[config.mk]
export PLATFORM = sky130hd
export DESIGN_NAME = clock_time_ctrl_flat
export DESIGN_NICKNAME = d
export VERILOG_FILES = /design/src/rtl/clock_time_ctrl_if.sv /design/src/rtl/clock_time_ctrl.sv /design/src/flat_wrapper.sv
export SDC_FILE = /design/constraint.sdc
export NUM_CORES = 1
export LEC_CHECK = 0
export BUFFER_PORTS_ARGS = -buffer_cell sky130_fd_sc_hd__buf_2
export CAP_MARGIN = 20
export CORE_UTILIZATION = 40
export CTS_CLUSTER_SIZE = 20
export DETAILED_ROUTE_END_ITERATION = 10
export GPL_TIMING_DRIVEN = 0
export SYNTH_ARGS = -nofsm -noshare
export SYNTH_HDL_FRONTEND = slang
export SYNTH_SLANG_ARGS = --single-unit
export TNS_END_PERCENT = 10
[constraint.sdc]
create_clock -name clk -period 2.05 [get_ports clk]
set_clock_uncertainty 0.05 [all_clocks]
set_input_delay 0.1025 -clock clk [delete_from_list [all_inputs] [get_ports clk]]
set_output_delay 0.1025 -clock clk [all_outputs]
set_load 0.1 [all_outputs]
[src/rtl/clock_time_ctrl_if.sv]
// rtl/clock_time_ctrl_if.sv - tick/button inputs and BCD display outputs of clock_time_ctrl
//
// Signals:
//   tick_1hz, btn_mode, btn_inc : single-cycle pulses into the controller
//   hr_*, min_*, sec_*          : BCD digits to the 7-segment mux
//   pm, set_sel, blink          : display qualifiers
//   day_pulse                   : one-cycle pulse on midnight rollover
// Modports: master drives the pulses and observes the display; slave is the controller.

interface clock_time_ctrl_if;
   logic       tick_1hz;
   logic       btn_mode;
   logic       btn_inc;
   logic [3:0] hr_tens;
   logic [3:0] hr_ones;
   logic [3:0] min_tens;
   logic [3:0] min_ones;
   logic [3:0] sec_tens;
   logic [3:0] sec_ones;
   logic       pm;
   logic [1:0] set_sel;
   logic       blink;
   logic       day_pulse;

   modport master (
      output tick_1hz, btn_mode, btn_inc,
      input  hr_tens, hr_ones, min_tens, min_ones, sec_tens, sec_ones,
      input  pm, set_sel, blink, day_pulse
   );

   modport slave (
      input  tick_1hz, btn_mode, btn_inc,
      output hr_tens, hr_ones, min_tens, min_ones, sec_tens, sec_ones,
      output pm, set_sel, blink, day_pulse
   );
endinterface

[src/rtl/clock_time_ctrl.sv]
// rtl/clock_time_ctrl.sv - HH:MM:SS BCD timekeeper with hour/minute set-mode FSM
//
// Ports:
//   clk      : system clock
//   reset    : synchronous active-high reset
//   io       : clock_time_ctrl_if.slave (tick/button pulses in, BCD digits, pm,
//              set_sel, blink, day_pulse out); all outputs registered
// Parameter:
//   HOUR_24  : 1 = hours 00..23; 0 = hours 01..12 with pm flag
// Optional feature macro: SET_BLINK_EN (blink register toggling per tick while
//   a field is being set; when undefined blink is tied to 0)

module clock_time_ctrl #(
   parameter bit HOUR_24 = 1'b1
) (
   input  logic             clk,
   input  logic             reset,
   clock_time_ctrl_if.slave io
);

   typedef enum logic [1:0] {
      RUN     = 2'b00,
      SET_HR  = 2'b01,
      SET_MIN = 2'b10
   } state_t;

   typedef struct packed {
      logic [3:0] tens;
      logic [3:0] ones;
   } bcd2_t;

   typedef struct packed {
      logic  carry;
      bcd2_t val;
   } bcd_inc_t;

   typedef struct packed {
      logic  wrap;
      logic  pm_toggle;
      bcd2_t val;
   } hr_inc_t;

   localparam bcd2_t HR_RESET = bcd2_t'(HOUR_24 ? 8'h00 : 8'h12);

   // Seconds/minutes: 00..59. An out-of-range digit snaps the field to 00
   // without a carry, since the field never legitimately reached 59.
   function automatic bcd_inc_t inc_base60(bcd2_t v);
      bcd_inc_t r;
      r.carry = 1'b0;
      r.val   = v;
      if (v.tens > 4'd5 || v.ones > 4'd9) begin
         r.val = bcd2_t'(8'h00);
      end else if (v.ones == 4'd9) begin
         r.val.ones = 4'd0;
         if (v.tens == 4'd5) begin
            r.val.tens = 4'd0;
            r.carry    = 1'b1;
         end else begin
            r.val.tens = v.tens + 4'd1;
         end
      end else begin
         r.val.ones = v.ones + 4'd1;
      end
      return r;
   endfunction

   // Hours: wrap marks the 23->00 rollover (24h); pm_toggle marks 11->12 (12h).
   // Out-of-range values snap to the wrap value (00 or 01) with no side effects.
   function automatic hr_inc_t inc_hour(bcd2_t v);
      hr_inc_t r;
      r.wrap      = 1'b0;
      r.pm_toggle = 1'b0;
      r.val       = v;
      if (HOUR_24) begin
         if (v.tens > 4'd2 || v.ones > 4'd9 || (v.tens == 4'd2 && v.ones > 4'd3)) begin
            r.val = bcd2_t'(8'h00);
         end else if (v.tens == 4'd2 && v.ones == 4'd3) begin
            r.val  = bcd2_t'(8'h00);
            r.wrap = 1'b1;
         end else if (v.ones == 4'd9) begin
            r.val.tens = v.tens + 4'd1;
            r.val.ones = 4'd0;
         end else begin
            r.val.ones = v.ones + 4'd1;
         end
      end else begin
         // 12 -> 01 is the normal wrap and shares the illegal-value path.
         if (v.tens > 4'd1 || v.ones > 4'd9 || (v.tens == 4'd1 && v.ones >= 4'd2)) begin
            r.val = bcd2_t'(8'h01);
         end else if (v.tens == 4'd1 && v.ones == 4'd1) begin
            r.val       = bcd2_t'(8'h12);
            r.pm_toggle = 1'b1;
         end else if (v.ones == 4'd9) begin
            r.val.tens = v.tens + 4'd1;
            r.val.ones = 4'd0;
         end else begin
            r.val.ones = v.ones + 4'd1;
         end
      end
      return r;
   endfunction

   state_t   state_q, state_d;
   bcd2_t    hr_q, hr_d;
   bcd2_t    min_q, min_d;
   bcd2_t    sec_q, sec_d;
   logic     pm_q, pm_d;
   logic     day_q, day_d;

   bcd_inc_t sec_inc;
   bcd_inc_t min_inc;
   hr_inc_t  hr_inc;
   logic     hr_day;

   always_ff @(posedge clk) begin
      if (reset) begin
         state_q <= RUN;
         hr_q    <= HR_RESET;
         min_q   <= bcd2_t'(8'h00);
         sec_q   <= bcd2_t'(8'h00);
         pm_q    <= 1'b0;
         day_q   <= 1'b0;
      end else begin
         state_q <= state_d;
         hr_q    <= hr_d;
         min_q   <= min_d;
         sec_q   <= sec_d;
         pm_q    <= pm_d;
         day_q   <= day_d;
      end
   end

   always_comb begin
      state_d = state_q;
      hr_d    = hr_q;
      min_d   = min_q;
      sec_d   = sec_q;
      pm_d    = pm_q;
      day_d   = 1'b0;

      sec_inc = inc_base60(sec_q);
      min_inc = inc_base60(min_q);
      hr_inc  = inc_hour(hr_q);
      // Midnight: 23->00 in 24h mode, or 11->12 while pm is set in 12h mode.
      hr_day  = HOUR_24 ? hr_inc.wrap : (hr_inc.pm_toggle & pm_q);

      case (state_q)
         RUN: begin
            if (io.tick_1hz) begin
               sec_d = sec_inc.val;
               if (sec_inc.carry) begin
                  min_d = min_inc.val;
                  if (min_inc.carry) begin
                     hr_d  = hr_inc.val;
                     pm_d  = pm_q ^ hr_inc.pm_toggle;
                     day_d = hr_day;
                  end
               end
            end
         end
         SET_HR: begin
            // btn_mode in the same cycle drops the increment.
            if (io.btn_inc && !io.btn_mode) begin
               hr_d = hr_inc.val;
               pm_d = pm_q ^ hr_inc.pm_toggle;
            end
         end
         SET_MIN: begin
            if (io.btn_inc && !io.btn_mode) begin
               min_d = min_inc.val;
            end
         end
         default: begin
            state_d = RUN;
         end
      endcase

      if (io.btn_mode) begin
         case (state_q)
            RUN:     state_d = SET_HR;
            SET_HR:  state_d = SET_MIN;
            default: state_d = RUN;
         endcase
         // Entering hour-set clears seconds, overriding any tick update above
         // while keeping its carry into minutes/hours.
         if (state_d == SET_HR) begin
            sec_d = bcd2_t'(8'h00);
         end
      end
   end

`ifdef SET_BLINK_EN
   logic blink_q;

   always_ff @(posedge clk) begin
      if (reset) begin
         blink_q <= 1'b0;
      end else if (state_d == RUN) begin
         blink_q <= 1'b0;
      end else if (io.tick_1hz && state_q != RUN) begin
         blink_q <= ~blink_q;
      end
   end

   assign io.blink = blink_q;
`else
   assign io.blink = 1'b0;
`endif

   assign io.hr_tens   = hr_q.tens;
   assign io.hr_ones   = hr_q.ones;
   assign io.min_tens  = min_q.tens;
   assign io.min_ones  = min_q.ones;
   assign io.sec_tens  = sec_q.tens;
   assign io.sec_ones  = sec_q.ones;
   assign io.pm        = HOUR_24 ? 1'b0 : pm_q;
   assign io.set_sel   = state_q;
   assign io.day_pulse = day_q;

endmodule

[src/flat_wrapper.sv]
// flat-port wrapper written by rule: the top's interface ports become plain ports
module clock_time_ctrl_flat 
#(
   parameter bit HOUR_24 = 1'b1
)
  (clk, reset, io_tick_1hz, io_btn_mode, io_btn_inc, io_hr_tens, io_hr_ones, io_min_tens, io_min_ones, io_sec_tens, io_sec_ones, io_pm, io_set_sel, io_blink, io_day_pulse);
  clock_time_ctrl_if io_i ();
  input  logic clk;
  input  logic reset;
  input wire logic [$bits(io_i.tick_1hz)-1:0] io_tick_1hz;
  input wire logic [$bits(io_i.btn_mode)-1:0] io_btn_mode;
  input wire logic [$bits(io_i.btn_inc)-1:0] io_btn_inc;
  output wire logic [$bits(io_i.hr_tens)-1:0] io_hr_tens;
  output wire logic [$bits(io_i.hr_ones)-1:0] io_hr_ones;
  output wire logic [$bits(io_i.min_tens)-1:0] io_min_tens;
  output wire logic [$bits(io_i.min_ones)-1:0] io_min_ones;
  output wire logic [$bits(io_i.sec_tens)-1:0] io_sec_tens;
  output wire logic [$bits(io_i.sec_ones)-1:0] io_sec_ones;
  output wire logic [$bits(io_i.pm)-1:0] io_pm;
  output wire logic [$bits(io_i.set_sel)-1:0] io_set_sel;
  output wire logic [$bits(io_i.blink)-1:0] io_blink;
  output wire logic [$bits(io_i.day_pulse)-1:0] io_day_pulse;
  assign io_i.tick_1hz = io_tick_1hz;
  assign io_i.btn_mode = io_btn_mode;
  assign io_i.btn_inc = io_btn_inc;
  assign io_hr_tens = io_i.hr_tens;
  assign io_hr_ones = io_i.hr_ones;
  assign io_min_tens = io_i.min_tens;
  assign io_min_ones = io_i.min_ones;
  assign io_sec_tens = io_i.sec_tens;
  assign io_sec_ones = io_i.sec_ones;
  assign io_pm = io_i.pm;
  assign io_set_sel = io_i.set_sel;
  assign io_blink = io_i.blink;
  assign io_day_pulse = io_i.day_pulse;
  clock_time_ctrl #(.HOUR_24(HOUR_24)) u_core (.clk(clk), .reset(reset), .io(io_i));
endmodule
==> reports/qor.tcl <==
set qor(wl_per_cell_um) 13.46
set qor(clockRootBuffer) {clkbuf_8}
set qor(yosys_warnings) 0
set qor(critPathKind) {reg -> reg}
set qor(reported_net_switching_power_uw) 316.1
set qor(worst_slew_pin_slew_ns) 0.8668
set qor(ys_async_sr_fraction_pct) 0
set qor(hold_buffers) 0
set qor(hold_viol) 0
set qor(grt_max_degree) 15
set qor(route.vias.total) 1515
set qor(cell_taking_the_most_area_after_synthesis) {dfxtp_1}
set qor(diodes) 0
set qor(critical_path.endpoint) {u_core.io.min_tens[1]$_SDFFE_PP0P_}
set qor(yosys-top-cells-area) {dfxtp_1, nor2_1, a21oi_1, o21ai_0, nand2_1}
set qor(placed_cells) 265
set qor(critical_path.reg2reg.startpoint) {u_core.io.set_sel[0]$_SDFFE_PP0P_}
set qor(synth_edf_count) 0
set qor(io_pins) 34
set qor(cts.path.max_buffers) 2
set qor(setup.worst_path.end_class) {flop}
set qor(timing.final.crit_period_ns) 1.975
set qor(ys.flop_type) {dfxtp_1}
set qor(netlist-cell-type-count) 48
set qor(worst-r2r-cell-count) 6
set qor(r2r-end) {u_core.io.min_tens[1]$_SDFFE_PP0P_}
set qor(cts_tree) {done}
set qor(max_cap_viol_count) 0
set qor(grt_setup_unrepaired) {false}
set qor(crit_path_max_fanout) 7
set qor(worstSkewPairLatency_ns) 0.27
set qor(dp.final_hpwl_um) 2614
set qor(drtIter0Drc) 94
set qor(synth_top_area_share_pct) 35.82
set qor(p_leak_uw) 0.0007408
set qor(initial_utilization_pct) 43.51
set qor(clkPwrFrac_pct) 29.6
set qor(setup_violations) 0
set qor(core_region_area_um2) 3468
set qor(finalWirelength_um) 3648
set qor(syn_area_per_cell_um2) 8.026
set qor(finish.net_count) 233
set qor(grt_pass1_wl_um) 6216
set qor(cts_sinks) 27
set qor(drt_pass1_iterations) 4
set qor(power-per-cell-area_nw_per_um2) 554.7
set qor(die_h_um) 63.42
set qor(cp_cell_sequence) {or3b_4, nor4_4, buf_4, o22ai_1, a22oi_1, nor2_1}
set qor(via_count_of_the_first_global_routing_pass) 1357
set qor(p_sw_share_pct) 30.51
set qor(crit_start) {u_core.io.set_sel[0]$_SDFFE_PP0P_}
set qor(floorplan.die_area_um2) 4022
set qor(syn_to_final_growth_pct) 23.80
set qor(route.detailed.drc) 0
set qor(max_slew_margin_pct) 41.43
set qor(h-tree-depth) 1
set qor(synth.yosys.seq_area_share_pct) 35.82
set qor(power_frac_seq_pct) 52.2
set qor(grt_overflow) 0
set qor(rows) 21
set qor(internal_power_uw) 720.1
set qor(clock_pin_transition_on_the_worst_setup_and_hold_timing_paths_ns) 0.09
set qor(reg2reg_slack_ns) 0.08
set qor(synth.cell_area_um2) 1509
set qor(final-instance-count-excl-fill) 271
set qor(number_of_i_o_port_buffers) 30
set qor(critical_path.max_stage_delay_ns) 0.42
set qor(numCtsBuffers) 3
set qor(syn_inst) 188
set qor(slowest_library_cell_on_the_worst_path) {or3b_4}
set qor(cp_data_arrival_time_ns) 2.07
set qor(drive_gt1_share_pct) 29.78
set qor(grtUsageTotal_pct) 19.01
set qor(grt_antenna_before_repair) 0
set qor(ir_worst_vdd_mv) 0.2415
set qor(ant_nets) 0
set qor(setup.worst_path.start_class) {flop}
set qor(finalInstanceArea_um2) 1868
set qor(worst_hold_path_type) {in -> reg}
set qor(postPlaceCellArea_um2) 1765
set qor(layout_worst_path_cycle_share_pct) 96.32
set qor(drv_slew) 0
set qor(routabilityCongestion) 0.7763
set qor(number_of_flip_flops_and_latches_in_the_synthesized_netlist) 27
set qor(outcome) {finished, final reports clean}
set qor(achievable-frequency_mhz) 506.4
set qor(post_drt_via_cell_ratio) 5.590
set qor(cp.required_ns) 2.15
set qor(die_width_um) 63.42
set qor(combinationalPowerShare_pct) 18.2
## per-stage QoR
step                hold WS [ns]  utilization [%]  setup TNS [ns]  setup WS [ns]  total power (uW)
finish                    0.1202            53.86               0        0.07539              1036
global route              0.1585            53.86               0       0.009933              1087
CTS                       0.1215            52.56               0        0.03125              1045
detailed placement        0.4183            50.90        -0.08675       -0.06351             737.3
global placement          0.4068            50.90        -0.07310       -0.07077             735.1
floorplan                 0.2375                -         -0.2028       -0.06949             707.3
## state kept, by name, indices dropped and copies added (netlist names)
register / flops
u_core.io.day_pulse: 1
u_core.io.hr_ones: 4
u_core.io.hr_tens: 4
u_core.io.min_ones: 4
u_core.io.min_tens: 4
u_core.io.sec_ones: 4
u_core.io.sec_tens: 4
u_core.io.set_sel: 2
## final cells by class
type	count	area, um^2
Multi-Input combinational cell	148	948.4
Buffer	10	62.56
Timing Repair Buffer	33	172.7
Inverter	3	11.26
Sequential cell	27	570.5
Clock buffer	4	45.04
Tap cell	46	57.56
Fill cell	334	1600
## cells in the mapped netlist (3+ instances only)
| library cell | n |
|---|---|
| o21a_1 | 4 |
| o21ai_0 | 12 |
| nand2_1 | 13 |
| buf_4 | 3 |
| nand3_1 | 6 |
| nor2b_1 | 4 |
| a22oi_1 | 3 |
| nor3_1 | 8 |
| o21bai_1 | 3 |
| nand2b_1 | 4 |
| nand4_1 | 3 |
| nor4bb_1 | 4 |
| inv_1 | 3 |
| clkbuf_1 | 6 |
| o22ai_1 | 3 |
| a21oi_1 | 17 |
| nor2_1 | 24 |
| or3_1 | 3 |
| dfxtp_1 | 27 |
## cells in the final DEF, fill, tap and decap left out, drive strengths merged, types with 3 or more instances in the layout
cell type / Yosys / layout
o22ai: 3 / 3
a22oi: 3 / 3
o21a: 4 / 4
clkbuf: 7 / 11
nand2b: 4 / 4
nor4bb: 4 / 4
o21ai: 12 / 12
nand3: 6 / 6
dfxtp: 27 / 27
a31oi: 3 / 3
nor2: 24 / 24
a21oi: 18 / 18
buf: 4 / 36
nor2b: 4 / 4
o21bai: 3 / 3
nand2: 13 / 13
nor3: 8 / 8
nor4: 3 / 3
inv: 3 / 3
or3: 3 / 3
nand4: 3 / 3
## cell families after synthesis
kind of cell	count (synthesis)	synth area share, %
AO/OA/AOI/OAI	55	23.30
XOR/XNOR	1	0.5805
adder cells (fa/ha/maj)	2	1.658
buffers and inverters	14	4.809
flip-flops	27	35.82
multiplexers	1	0.6634
other	1	0.2485
AND/OR/NAND/NOR	87	32.92
## repair_timing
action	CTS	global route
pin swaps	1	9
setup buffers	1	2
resized for setup	1	9
endpoints found under the setup margin	5	6
## worst max-delay path: cells and delay by family (launching register included)
| family | cells | cell delay (ns) |
|---|---|---|
| buffers and inverters | 1 | 0.22 |
| AND/OR/NAND/NOR | 3 | 0.89 |
| AO/OA/AOI/OAI | 2 | 0.32 |
| flip-flops | 1 | 0.37 |
## worst min path at each step
stage               cells after the start  slack [ns]  startpoint                                 to
floorplan                               2        0.24       reset  u_core.io.hr_tens[0]$_SDFFE_PP0P_
global route                            3        0.16       reset  u_core.io.hr_tens[0]$_SDFFE_PP0P_
CTS                                     3        0.12       reset  u_core.io.hr_tens[0]$_SDFFE_PP0P_
global placement                        3        0.41       reset  u_core.io.hr_tens[0]$_SDFFE_PP0P_
detailed placement                      3        0.42       reset  u_core.io.hr_tens[0]$_SDFFE_PP0P_
finish                                  3        0.12       reset  u_core.io.hr_tens[0]$_SDFFE_PP0P_
## power groups by stage
stage | Combinational, uW | Clock, uW | Sequential (uW)
finish | 189 | 306 | 541
global route | 201 | 343 | 543
CTS | 187 | 319 | 538
detailed placement | 187 | 0 | 551
global placement | 185 | 0 | 550
floorplan | 92.3 | 0 | 615
## layer usage
metal  vias to the layer above  part of all wire [%]  track usage [%]
met3                         2                   4.4            2.536
met1                       717                    48            24.48
li1                        761                     -                -
met2                        35                    47            32.85
met5                         -                     0                0
met4                         0                  0.63            5.114
Power figures use the tool's default switching activity.
